File: config.mk
export PLATFORM = sky130hd
export DESIGN_NAME = multicycle_ctrl_fsm
export DESIGN_NICKNAME = d
export VERILOG_FILES = /design/src/rtl/multicycle_ctrl_fsm.sv
export SDC_FILE = /design/constraint.sdc
export NUM_CORES = 1
export LEC_CHECK = 0
export CAP_MARGIN = 20
export CORE_UTILIZATION = 45
export DETAILED_ROUTE_END_ITERATION = 6
export PLACE_DENSITY = 0.81
export SLEW_MARGIN = 10
export SYNTH_ARGS = -nofsm -noshare
export SYNTH_HDL_FRONTEND = slang
export SYNTH_SLANG_ARGS = --single-unit
File: constraint.sdc
create_clock -name clk -period 5.3 [get_ports clk]
set_input_delay 0.795 -clock clk [delete_from_list [all_inputs] [get_ports clk]]
set_output_delay 0.795 -clock clk [all_outputs]
set_load 0.1 [all_outputs]
File: src/rtl/multicycle_ctrl_fsm.sv
// Multicycle MIPS control FSM with timed memory handshake and imm-extend select.
// Optional andi/ori support is enabled with `define LOGIC_IMM_EN.
module multicycle_ctrl_fsm #(
   parameter int unsigned TIMEOUT = 16,
   parameter int unsigned CNT_W   = 5
) (
   input  logic       clk,
   input  logic       reset,
   input  logic [5:0] op,
   input  logic [5:0] funct,
   input  logic       zero,
   input  logic       mem_ready,
   output logic       pc_write,
   output logic       iord,
   output logic       mem_read,
   output logic       mem_write,
   output logic       ir_write,
   output logic       reg_dst,
   output logic       mem_to_reg,
   output logic       reg_write,
   output logic       alu_src_a,
   output logic [1:0] alu_src_b,
   output logic [2:0] alu_control,
   output logic [1:0] pc_src,
   output logic       ext_zero,
   output logic       illegal,
   output logic [3:0] state
);

   typedef enum logic [3:0] {
      S_FETCH   = 4'd0,
      S_DECODE  = 4'd1,
      S_MEMADR  = 4'd2,
      S_MEMRD   = 4'd3,
      S_MEMWB   = 4'd4,
      S_MEMWR   = 4'd5,
      S_RTYPEEX = 4'd6,
      S_RTYPEWB = 4'd7,
      S_BEQEX   = 4'd8,
      S_IMMEX   = 4'd9,
      S_IMMWB   = 4'd10,
      S_JEX     = 4'd11,
      S_ERROR   = 4'd12
   } state_e;

   localparam logic [5:0] OP_LW   = 6'b100011;
   localparam logic [5:0] OP_SW   = 6'b101011;
   localparam logic [5:0] OP_R    = 6'b000000;
   localparam logic [5:0] OP_BEQ  = 6'b000100;
   localparam logic [5:0] OP_ADDI = 6'b001000;
   localparam logic [5:0] OP_J    = 6'b000010;
   localparam logic [CNT_W-1:0] LIMIT = CNT_W'(TIMEOUT - 1);

   state_e           state_q, state_d;
   logic [CNT_W-1:0] wait_q, wait_d;
   logic             r_ok, imm_ok, imm_ext, is_wait, tmo;
   logic [2:0]       r_alu, imm_alu;

   always_comb begin
      r_ok  = 1'b1;
      r_alu = 3'b010;
      case (funct)
         6'b100000: r_alu = 3'b010;
         6'b100010: r_alu = 3'b110;
         6'b100100: r_alu = 3'b000;
         6'b100101: r_alu = 3'b001;
         6'b101010: r_alu = 3'b111;
         default: begin
            r_ok  = 1'b0;
            r_alu = 3'b000;
         end
      endcase
   end

   // addi always; andi/ori zero-extend and use logic ops
   always_comb begin
      imm_ok  = (op == OP_ADDI);
      imm_alu = 3'b010;
      imm_ext = 1'b0;
`ifdef LOGIC_IMM_EN
      if (op == 6'b001100) begin
         imm_ok  = 1'b1;
         imm_alu = 3'b000;
         imm_ext = 1'b1;
      end else if (op == 6'b001101) begin
         imm_ok  = 1'b1;
         imm_alu = 3'b001;
         imm_ext = 1'b1;
      end
`endif
   end

   assign is_wait = (state_q == S_FETCH) || (state_q == S_MEMRD) ||
                    (state_q == S_MEMWR);
   assign tmo     = (wait_q == LIMIT) && !mem_ready;

   always_comb begin
      state_d = state_q;
      unique case (state_q)
         S_FETCH:
            if (mem_ready)  state_d = S_DECODE;
            else if (tmo)   state_d = S_ERROR;
         S_DECODE:
            case (op)
               OP_LW, OP_SW: state_d = S_MEMADR;
               OP_R:   state_d = r_ok ? S_RTYPEEX : S_ERROR;
               OP_BEQ: state_d = S_BEQEX;
               OP_J:   state_d = S_JEX;
               default: state_d = imm_ok ? S_IMMEX : S_ERROR;
            endcase
         S_MEMADR:
            if (op == OP_LW)      state_d = S_MEMRD;
            else if (op == OP_SW) state_d = S_MEMWR;
            else                  state_d = S_ERROR;
         S_MEMRD:
            if (mem_ready)  state_d = S_MEMWB;
            else if (tmo)   state_d = S_ERROR;
         S_MEMWR:
            if (mem_ready)  state_d = S_FETCH;
            else if (tmo)   state_d = S_ERROR;
         S_MEMWB:   state_d = S_FETCH;
         S_RTYPEEX: state_d = S_RTYPEWB;
         S_RTYPEWB: state_d = S_FETCH;
         S_BEQEX:   state_d = S_FETCH;
         S_IMMEX:   state_d = S_IMMWB;
         S_IMMWB:   state_d = S_FETCH;
         S_JEX:     state_d = S_FETCH;
         S_ERROR:   state_d = S_ERROR;
         default:   state_d = S_ERROR;
      endcase
      // only a stalled wait state keeps counting; any entry clears
      wait_d = '0;
      if (is_wait && state_d == state_q) wait_d = wait_q + CNT_W'(1);
   end

   always_ff @(posedge clk) begin
      if (reset) begin
         state_q <= S_FETCH;
         wait_q  <= '0;
      end else begin
         state_q <= state_d;
         wait_q  <= wait_d;
      end
   end

   always_comb begin
      pc_write    = 1'b0;
      iord        = 1'b0;
      mem_read    = 1'b0;
      mem_write   = 1'b0;
      ir_write    = 1'b0;
      reg_dst     = 1'b0;
      mem_to_reg  = 1'b0;
      reg_write   = 1'b0;
      alu_src_a   = 1'b0;
      alu_src_b   = 2'b00;
      alu_control = 3'b000;
      pc_src      = 2'b00;
      ext_zero    = 1'b0;
      illegal     = 1'b0;
      unique case (state_q)
         S_FETCH: begin
            mem_read    = 1'b1;
            alu_src_b   = 2'b01;
            alu_control = 3'b010;
            ir_write    = mem_ready;
            pc_write    = mem_ready;
         end
         S_DECODE: begin
            alu_src_b   = 2'b11;
            alu_control = 3'b010;
         end
         S_MEMADR: begin
            alu_src_a   = 1'b1;
            alu_src_b   = 2'b10;
            alu_control = 3'b010;
         end
         S_MEMRD: begin
            iord     = 1'b1;
            mem_read = 1'b1;
         end
         S_MEMWB: begin
            reg_write  = 1'b1;
            mem_to_reg = 1'b1;
         end
         S_MEMWR: begin
            iord      = 1'b1;
            mem_write = 1'b1;
         end
         S_RTYPEEX: begin
            alu_src_a   = 1'b1;
            alu_control = r_alu;
         end
         S_RTYPEWB: begin
            reg_write = 1'b1;
            reg_dst   = 1'b1;
         end
         S_BEQEX: begin
            alu_src_a   = 1'b1;
            alu_control = 3'b110;
            pc_src      = 2'b01;
            pc_write    = zero;
         end
         S_IMMEX: begin
            alu_src_a   = 1'b1;
            alu_src_b   = 2'b10;
            alu_control = imm_alu;
            ext_zero    = imm_ext;
         end
         S_IMMWB:  reg_write = 1'b1;
         S_JEX: begin
            pc_src   = 2'b10;
            pc_write = 1'b1;
         end
         S_ERROR:  illegal = 1'b1;
         default: ;
      endcase
      if (reset) begin
         pc_write    = 1'b0;
         iord        = 1'b0;
         mem_read    = 1'b0;
         mem_write   = 1'b0;
         ir_write    = 1'b0;
         reg_dst     = 1'b0;
         mem_to_reg  = 1'b0;
         reg_write   = 1'b0;
         alu_src_a   = 1'b0;
         alu_src_b   = 2'b00;
         alu_control = 3'b000;
         pc_src      = 2'b00;
         ext_zero    = 1'b0;
         illegal     = 1'b0;
      end
   end

   assign state = reset ? 4'd0 : state_q;

endmodule

==> run summary, run 1 <==
Area of the mapped netlist = 933.4 µm²
Destination of the worst register-to-register timing path = state_q[1]
First-pass GRT wire length = 3870 µm
Routed Antenna Nets = 0
Maxcap violations = 0
Hold Worst Slack = 0.4569 ns
Library cell with the largest summed area after synthesis = dfxtp_1
Number of clock sinks = 9
Met2 layer usage reported by global route = 40.82%
Number of global-route vias before repair = 904
Crit path launch type = input port
Post-route minimum period = 4.121 ns
Lkg Pwr = 0.4991 nW
Transition at the pin with the smallest max-transition slack = 0.9782 ns
Initial cell density of the core = 47.58%
Clock insertion delay at the later pin of the skew report = 0.27 ns
Area added between synthesis and finish = 41.29%
Chip Width = 47.55 µm
IO buf count = 36
# setup viols final = 0
Reg-to-reg slack, setup = 3.27 ns
Areal power density over the cells = 227.5 nW/µm²
Post-CTS repair timing setup buffer count = 0
Maximum fanout count along the critical path = 16
Type of the worst min-delay path = flip-flop to flip-flop
Kind of end point of the critical path = primary output
Core Rows = 16
Post-route standard cell area excluding fillers = 1319 µm²
HPWL after DPL = 1916 µm
Routed length per instance = 12.79 µm
Global routing's busiest layer = met2
Setup crit start = reset
Required time reported for the critical path endpoint = 4.51 ns
Buf/Inv on CP = 2
CTS tree = built
Post-synth net total = 152
Slowest stage delay, CP = 1.16 ns
Max-slew headroom = 34.58%
EDFF count, synth = 0
Number of placed I/O pins = 38
Detailed-route DRC error count = 0
Synth top area share = 19.30%
Die Area = 2261 µm²
Final-report max-slew violation count = 0
Root buffer cell = clkbuf_4
Number of hold violations in the final report = 0
Largest buffer count on any clock path = 2
Overall fraction of global-route tracks in use = 24.09%
Detail-routed via count per cell = 5.701
1st-iter DRT viols = 34
Most common library cells after synthesis = 24 x nor2_1, 10 x nor2b_1, 9 x dfxtp_1, 8 x and3_1, 6 x nand2_1
Worst Hold Path Cells = 1
Post-synthesis sequential area ratio = 19.30%
Max Freq = 242.7 MHz
Total via count after detailed routing = 1106
Category of cells accounting for the largest share of critical-path delay = buffers and inverters
Type of the worst setup path = input port to primary output
Initial antenna violation count = 0
DIE HEIGHT = 47.55 µm
Hold Path Origin = wait_q[0]
Number of distinct standard cells referenced by the synthesized netlist = 44
Post_cts resized = 0
Worst voltage drop across the vdd grid = 0.2212 mV
Worst-path clk slew = 0.05 ns
Num CTS Buffers = 3
Mapped Cells = 134
Most used cell along the critical path = clkdlybuf4s50_1
Layout cell share with drive strength beyond 1 = 4.192%
Number of nets in the layout = 186
Overall overflow remaining after global route = 0
Worst clock skew = 0.007943 ns
Met1 track utilization from global routing = 29.89%
FF-to-FF path depth = 4
Run status = complete, no violations
Mean area per synthesized cell = 6.966 µm²
Setup TNS = 0 ns
Ys async rst share = 0%
Setup repair after global routing missed its margin = no
Cell-by-cell trace of the critical path = clkdlybuf4s50_1, or3_1, nor3_1, clkdlybuf4s50_1
Total of flip-flops plus latches after synthesis = 9
Final Wtd Congestion = 0.8826
Post-detailed-routing wire length = 2481 µm
Area of the core = 1962 µm²
Dominant synthesized flop cell = dfxtp_1
Share of the cycle needed by the critical path after routing = 77.75%
H-tree depth = 1
First-pass detailed-route iteration total = 4
Diodes inserted = 0
R2r startpoint = state_q[1]
Leading cell types by total area after synthesis = dfxtp_1 19%, nor2_1 9.7%, nor2b_1 6.7%, and3_1 5.4%, nor4_1 3.4%
CTS Hold Bufs = 0
Pin count of the biggest net entering global routing = 19
Arrival @ worst endpoint = 3.33 ns
Met3 Use GR = 6.792%
Cell Area, Placed = 1292 µm²
Yosys warning count = 0
Cell with the largest stage delay on the worst path = clkdlybuf4s50_1
Worst Hold Endpoint = wait_q[0]
Library cell with the highest instance count after synthesis = nor2_1
[power breakdown]
| part | total, mW | internal (mW) | switching (mW) | leakage [nW] |
|---|---|---|---|---|
| logic | 0.162 | 0.0475 | 0.115 | 0.411 |
| registers | 0.0846 | 0.0722 | 0.0124 | 0.0732 |
| clock network | 0.0530 | 0.0290 | 0.0240 | 0.0150 |
[stage by stage]
| stage | total power, mW | util, % | worst slack (ns) | instances |
|---|---|---|---|---|
| global route | 0.3188 | 67.22 | 1.054 | 194 |
| detailed placement | 0.2477 | 65.88 | 1.180 | 190 |
| finish | 0.3001 | 67.22 | 1.179 | 194 |
| global placement | 0.2460 | 65.88 | 1.238 | 190 |
| CTS | 0.3025 | 67.22 | 1.177 | 194 |
| floorplan | 0.2050 | - | 1.111 | 134 |
[state kept, by name, summed over array words and instances, names as in the netlist]
signal   count
state_q      4
wait_q       5
[cells in the final DEF (no fill, tap or decap), types with 2 or more instances in the layout]
master            n
clkdlybuf4s50_1  36
nor2_1           24
nor2b_1          10
dfxtp_1           9
and3_1            8
nand2_1           6
inv_1             5
nor4_1            5
nor3_1            4
a31oi_1           3
nand2b_1          3
a21oi_1           3
xor2_1            3
a21o_1            3
nand3b_1          3
o221ai_1          3
o21ai_0           3
o211ai_1          3
clkbuf_4          3
nand4_1           2
o21bai_1          2
a32oi_1           2
nand3_1           2
ha_1              2
[metal layers]
layer	wire length [µm]	part of all wire, %	vias to the layer above
li1	-	-	559
met1	1074	43	500
met2	1230	50	45
met3	160	6.4	2
met4	17	0.69	0
met5	0	0	-
[worst max path at each step]
stage                      to  slack (ns)  cells past startpoint
2_1_floorplan  alu_control[1]        1.11                      3
3_3_place_gp         mem_read        1.24                      4
3_5_place_dp         mem_read        1.18                      4
4_1_cts              mem_read        1.18                      4
5_1_grt        alu_control[2]        1.05                      5
6_report             mem_read        1.18                      4
[cells by family after synthesis]
| group | after synthesis | synth area share (%) |
|---|---|---|
| simple gates | 75 | 43.43 |
| other cells | 1 | 0.4018 |
| compound gates | 30 | 23.46 |
| mux | 1 | 1.206 |
| buf+inv | 12 | 5.763 |
| flops | 9 | 19.30 |
| fa+ha+maj | 2 | 2.681 |
| xor+xnor | 4 | 3.754 |
[final cells by class]
cell class | instances | area, µm²
Multi-Input combinational cell | 113 | 699.4
Fill cell | 180 | 643.1
Timing Repair Buffer | 36 | 360.3
Sequential cell | 9 | 180.2
Tap cell | 27 | 33.78
Clock buffer | 4 | 26.28
Inverter | 5 | 18.77
(Power assumes the default switching activity.)
==> run 2: changes to the inputs <==
--- a/config.mk
+++ b/config.mk
@@ -6,9 +6,9 @@
 export NUM_CORES = 1
 export LEC_CHECK = 0
 export CAP_MARGIN = 20
-export CORE_UTILIZATION = 45
+export CORE_UTILIZATION = 38
 export DETAILED_ROUTE_END_ITERATION = 6
-export PLACE_DENSITY = 0.81
+export PLACE_DENSITY = 0.73
 export SLEW_MARGIN = 10
 export SYNTH_ARGS = -nofsm -noshare
 export SYNTH_HDL_FRONTEND = slang
==> constraint.sdc (replaced) <==
create_clock -name clk -period 3.54 [get_ports clk]
set_input_delay 0.531 -clock clk [delete_from_list [all_inputs] [get_ports clk]]
set_output_delay 0.531 -clock clk [all_outputs]
set_load 0.1 [all_outputs]
==> run summary, run 2 (same netlist as run 1, synthesis figures left out) <==
Areal power density over the cells = 347.9 nW/µm² (+53%)
Overall Power = 0.4470 mW (+49%)
Met1 track utilization from global routing = 26.25% (-3.6 points)
CTS Hold Bufs = 0 (unchanged)
Number of nets in the layout = 186 (unchanged)
Share of the cycle needed by the critical path after routing = 80.58%
Max-slew headroom = 61.38% (+27 points)
Area of the multi-input gates = 704.4 µm² (+0.72%)
Run status = complete, no violations
Core Rows = 17 (+1)
Chip Width = 51.56 µm (+8.4%)
Cell-by-cell trace of the critical path = clkdlybuf4s50_1, or3_1, nor3_1, buf_12
Worst voltage drop across the vdd grid = 0.3100 mV (+40%)
Reg-to-reg slack, setup = 1.51 ns (-1.76 ns)
Cells after DPL = 191 (+0.53%)
Area of the core = 2255 µm² (+15%)
Max reg flops = 5 (unchanged)
Final Wtd Congestion = 0.8780 (-0.52%)
Initial antenna violation count = 0 (unchanged)
Buf/Inv on CP = 2 (unchanged)
Type of the worst setup path = input port to primary output
Largest buffer count on any clock path = 2 (unchanged)
Post-route minimum period = 2.853 ns
Registers with the most flip-flops = wait_q x5, state_q x4
Filler cells = 224 (+24%)
Post-route standard cell area excluding fillers = 1285 µm² (-2.6%)
Detail-routed via count per cell = 5.728 (+0.48%)
Required time reported for the critical path endpoint = 3.01 ns (-1.50 ns)
Slowest stage delay, CP = 0.69 ns (-0.47 ns)
Crit path launch type = input port
Number of global-route vias before repair = 1036 (+15%)
Most frequent standard cell in the layout excluding fill and tap cells = nor2_1
Sequential Area = 180.2 µm² (unchanged)
Clock insertion delay at the later pin of the skew report = 0.25 ns (-0.02 ns)
Total via count after detailed routing = 1117 (+0.99%)
Kind of end point of the critical path = primary output
Root buffer cell = clkbuf_4
First-pass GRT wire length = 4498 µm (+16%)
Routed length per instance = 13.73 µm (+7.4%)
Met3 Use GR = 2.047% (-4.7 points)
Routed Antenna Nets = 0 (unchanged)
Initial cell density of the core = 41.40% (-6.2 points)
Overall overflow remaining after global route = 0 (unchanged)
Hold Worst Slack = 0.4505 ns (-0.006392 ns)
Global routing's busiest layer = met2
DIE HEIGHT = 51.56 µm (+8.4%)
Maxcap violations = 0 (unchanged)
H-tree depth = 1 (unchanged)
# setup viols final = 0 (unchanged)
Number of hold violations in the final report = 0 (unchanged)
HPWL after DPL = 2158 µm (+13%)
Area added between synthesis and finish = 37.67%
Highest-count cells in the layout ignoring fill and taps = 24 x nor2_1, 20 x buf_4, 15 x clkdlybuf4s50_1, 10 x nor2b_1, 9 x dfxtp_1
Setup repair after global routing missed its margin = no
Setup TNS = 0 ns (unchanged)
Largest register by flop count = wait_q
Final-report max-slew violation count = 0 (unchanged)
Transition at the pin with the smallest max-transition slack = 0.5785 ns (-0.3996 ns)
Worst clock skew = 0.004089 ns (-0.003854 ns)
CTS tree = built
Type of the worst min-delay path = flip-flop to flip-flop
Pin count of the biggest net entering global routing = 19 (unchanged)
Pre-CTS WS = 0.6971 ns (-0.4824 ns)
Diodes inserted = 0 (unchanged)
1st-iter DRT viols = 26 (-24%)
Max Freq = 350.6 MHz
Maximum fanout count along the critical path = 16 (unchanged)
Overall fraction of global-route tracks in use = 21.93% (-2.2 points)
Number of clock sinks = 9 (unchanged)
Met2 layer usage reported by global route = 40.69% (-0.13 points)
Cell with the largest stage delay on the worst path = clkdlybuf4s50_1
IO buf count = 36 (unchanged)
Arrival @ worst endpoint = 2.32 ns (-1.01 ns)
Count of non-filler cells in the finished layout = 195 (+0.52%)
Detailed-route DRC error count = 0 (unchanged)
Final cell utilization of the core = 56.99% (-10 points)
Layout cell share with drive strength beyond 1 = 17.37% (+13 points)
Cell Area, Placed = 1259 µm² (-2.6%)
Num CTS Buffers = 3 (unchanged)
Die Area = 2658 µm² (+18%)
Worst-path clk slew = 0.05 ns (about the same)
Post-detailed-routing wire length = 2678 µm (+7.9%)
Category of cells accounting for the largest share of critical-path delay = buffers and inverters
Post_cts resized = 0 (unchanged)
Number of placed I/O pins = 38 (unchanged)
Setup slack of the critical path after layout = 0.6875 ns (-0.4918 ns)
Post-CTS repair timing setup buffer count = 0 (unchanged)
First-pass detailed-route iteration total = 4 (unchanged)
Lkg Pwr = 0.5429 nW (+8.8%)
==> run 2: cell types whose count changed in the layout (fill, tap and decap cells not counted), sizes merged <==
cell / change
buf: +21
clkdlybuf4s50: -21
==> run 2: metal layers <==
layer / part of all wire (%) / routed length, µm
met5: 0 / 0
met4: 1.0 / 27
met3: 6.8 / 183
met2: 48 / 1291
met1: 44 / 1175
==> run 2: final cells by class <==
| cell class | count | share of cell area, % |
|---|---|---|
| Tap cell | 28 | 2.726 |
| Clock buffer | 4 | 2.045 |
| Multi-Input combinational cell | 113 | 54.82 |
| Inverter | 5 | 1.461 |
| Timing Repair Buffer | 36 | 24.93 |
| Sequential cell | 9 | 14.02 |
==> run 2: report_power, final <==
group,internal [mW],total (mW),switching (mW)
sequential,0.108,0.127,0.0193
clock,0.0431,0.0734,0.0303
combinational,0.0712,0.246,0.175
total,0.222,0.447,0.225
==> run 2: worst paths after layout <==
kind,from,end,depth (start not counted)
setup / recovery,reset,mem_read,4
hold / removal,wait_q[0],wait_q[0],1
setup reg to reg,state_q[1],state_q[1],4
hold reg to reg,wait_q[0],wait_q[0],1
==> run 3: changes to the inputs <==
--- a/config.mk
+++ b/config.mk
@@ -6,9 +6,9 @@
 export NUM_CORES = 1
 export LEC_CHECK = 0
 export CAP_MARGIN = 20
-export CORE_UTILIZATION = 38
+export CORE_UTILIZATION = 43
 export DETAILED_ROUTE_END_ITERATION = 6
-export PLACE_DENSITY = 0.73
+export PLACE_DENSITY = 0.78
 export SLEW_MARGIN = 10
 export SYNTH_ARGS = -nofsm -noshare
 export SYNTH_HDL_FRONTEND = slang
==> constraint.sdc (replaced) <==
create_clock -name clk -period 2.9 [get_ports clk]
set_input_delay 0.435 -clock clk [delete_from_list [all_inputs] [get_ports clk]]
set_output_delay 0.435 -clock clk [all_outputs]
set_load 0.1 [all_outputs]
==> run summary, run 3 (same netlist as run 1, synthesis figures left out) <==
Run status = complete, no violations
First-pass GRT wire length = 5306 µm (+18%)
Setup repair after global routing missed its margin = no
Number of nets in the layout = 188 (+1.1%)
Setup crit start = state_q[2]
Number of global-route vias before repair = 1155 (+11%)
Post_cts resized = 0 (unchanged)
Number of placed I/O pins = 38 (unchanged)
Detail-routed via count per cell = 5.918 (+3.3%)
Worst clock skew = 0.008499 ns (+0.004410 ns)
Type of the worst min-delay path = flip-flop to flip-flop
# setup viols final = 0 (unchanged)
Area of the core = 2002 µm² (-11%)
First-pass detailed-route iteration total = 5 (+1)
Worst-path clk slew = 0.06 ns (about the same)
Pin count of the biggest net entering global routing = 19 (unchanged)
Root buffer cell = clkbuf_4
Clock insertion delay at the later pin of the skew report = 0.26 ns (about the same)
Core Rows = 16 (-1)
Die Area = 2361 µm² (-11%)
Layout cell share with drive strength beyond 1 = 20.12% (+2.8 points)
Kind of end point of the critical path = primary output
Number of clock sinks = 9 (unchanged)
Cells after DPL = 192 (+0.52%)
Registers with the most flip-flops = wait_q x5, state_q x4
H-tree depth = 1 (unchanged)
Filler cells = 132 (-41%)
Initial cell density of the core = 46.62% (+5.2 points)
Setup TNS = 0 ns (unchanged)
Routed Antenna Nets = 0 (unchanged)
Largest register by flop count = wait_q
Maximum fanout count along the critical path = 15 (-1)
Overall overflow remaining after global route = 0 (unchanged)
Num CTS Buffers = 3 (unchanged)
Post-detailed-routing wire length = 3029 µm (+13%)
Required time reported for the critical path endpoint = 2.47 ns (-0.54 ns)
DIE HEIGHT = 48.59 µm (-5.8%)
R2r startpoint = state_q[1]
Largest buffer count on any clock path = 2 (unchanged)
CTS tree = built
Diodes inserted = 0 (unchanged)
Share of the cycle needed by the critical path after routing = 85.63%
Pre-CTS WS = 0.5866 ns (-0.1105 ns)
Count of non-filler cells in the finished layout = 196 (+0.51%)
Max-slew headroom = 62.07% (+0.69 points)
Final Wtd Congestion = 0.9494 (+8.1%)
1st-iter DRT viols = 46 (+77%)
Hold Worst Slack = 0.4670 ns (+0.01648 ns)
Setup slack of the critical path after layout = 0.4168 ns (-0.2706 ns)
Areal power density over the cells = 390.5 nW/µm² (+12%)
Hold Path Origin = wait_q[0]
Crit path launch type = flip-flop
Worst voltage drop across the vdd grid = 0.3446 mV (+11%)
Transition at the pin with the smallest max-transition slack = 0.5638 ns (-0.01471 ns)
Arrival @ worst endpoint = 2.05 ns (-0.27 ns)
Number of hold violations in the final report = 0 (unchanged)
Maxcap violations = 0 (unchanged)
Routed length per instance = 15.45 µm (+13%)
Total via count after detailed routing = 1160 (+3.8%)
Post-CTS repair timing setup buffer count = 0 (unchanged)
Overall fraction of global-route tracks in use = 28.29% (+6.4 points)
HPWL after DPL = 2437 µm (+13%)
Highest-count cells in the layout ignoring fill and taps = 23 x nor2_1, 21 x buf_12, 15 x clkdlybuf4s50_1, 10 x nor2b_1, 9 x dfxtp_1
Area added between synthesis and finish = 67.29%
Max reg flops = 5 (unchanged)
Max Freq = 402.7 MHz
Detailed-route DRC error count = 0 (unchanged)
Final-report max-slew violation count = 0 (unchanged)
Lkg Pwr = 0.6159 nW (+13%)
Most frequent standard cell in the layout excluding fill and tap cells = nor2_1
Type of the worst setup path = flip-flop to primary output
Initial antenna violation count = 0 (unchanged)
Chip Width = 48.59 µm (-5.8%)
CTS Hold Bufs = 0 (unchanged)
Overall Power = 0.6097 mW (+36%)
Post-route minimum period = 2.483 ns
IO buf count = 36 (unchanged)
-- run 3: cell types whose count changed in the layout (fill, tap and decap cells not counted) --
cell      change
nor2_1        -1
a21boi_0      -1
buf_4        -18
nor2_2        +1
nor3_1        -2
buf_12       +20
nor3_2        +2
a21boi_1      +1
-- run 3: path summary, 6_finish.rpt --
path / end / slack [ns] / cells past startpoint
hold / removal: wait_q[0] / 0.47 / 1
setup reg to reg: state_q[1] / 0.88 / 4
setup / recovery: reg_write / 0.42 / 5
hold reg to reg: wait_q[0] / 0.47 / 1
-- run 3: critical path, stage by stage (launching register included) --
cell	delay, ns
dfxtp_1	0.68
inv_1	0.29
nor4_1	0.33
a21oi_1	0.07
nor2_1	0.19
buf_12	0.21
-- run 3: area by class of cell --
cell class                      instances  area (µm²)  share of cell area, %
Tap cell                               27       33.78                  2.163
Clock buffer                            4       26.28                  1.683
Inverter                                5       18.77                  1.202
Multi-Input combinational cell        113       716.9                  45.91
Sequential cell                         9       180.2                  11.54
Timing Repair Buffer                   38       585.6                  37.50
-- run 3: metrics by stage --
step	instance area [µm²]	util, %
final	1562	78.00
after global placement	1535	76.69
after CTS	1562	78.00
after global routing	1562	78.00
after detailed placement	1535	76.69
after floorplan	950.9	-
-- run 3: where the power goes --
part | switching, mW | internal (mW)
registers | 0.0242 | 0.132
clock network | 0.0438 | 0.0530
logic | 0.228 | 0.129
total | 0.296 | 0.314
-- run 3: layer usage --
layer	up-vias	wire length [µm]	global-route usage, %
met4	0	15	3.431
met5	-	0	0
met3	2	256	5.031
met2	66	1568	52.35
li1	561	-	-
met1	531	1189	34.80
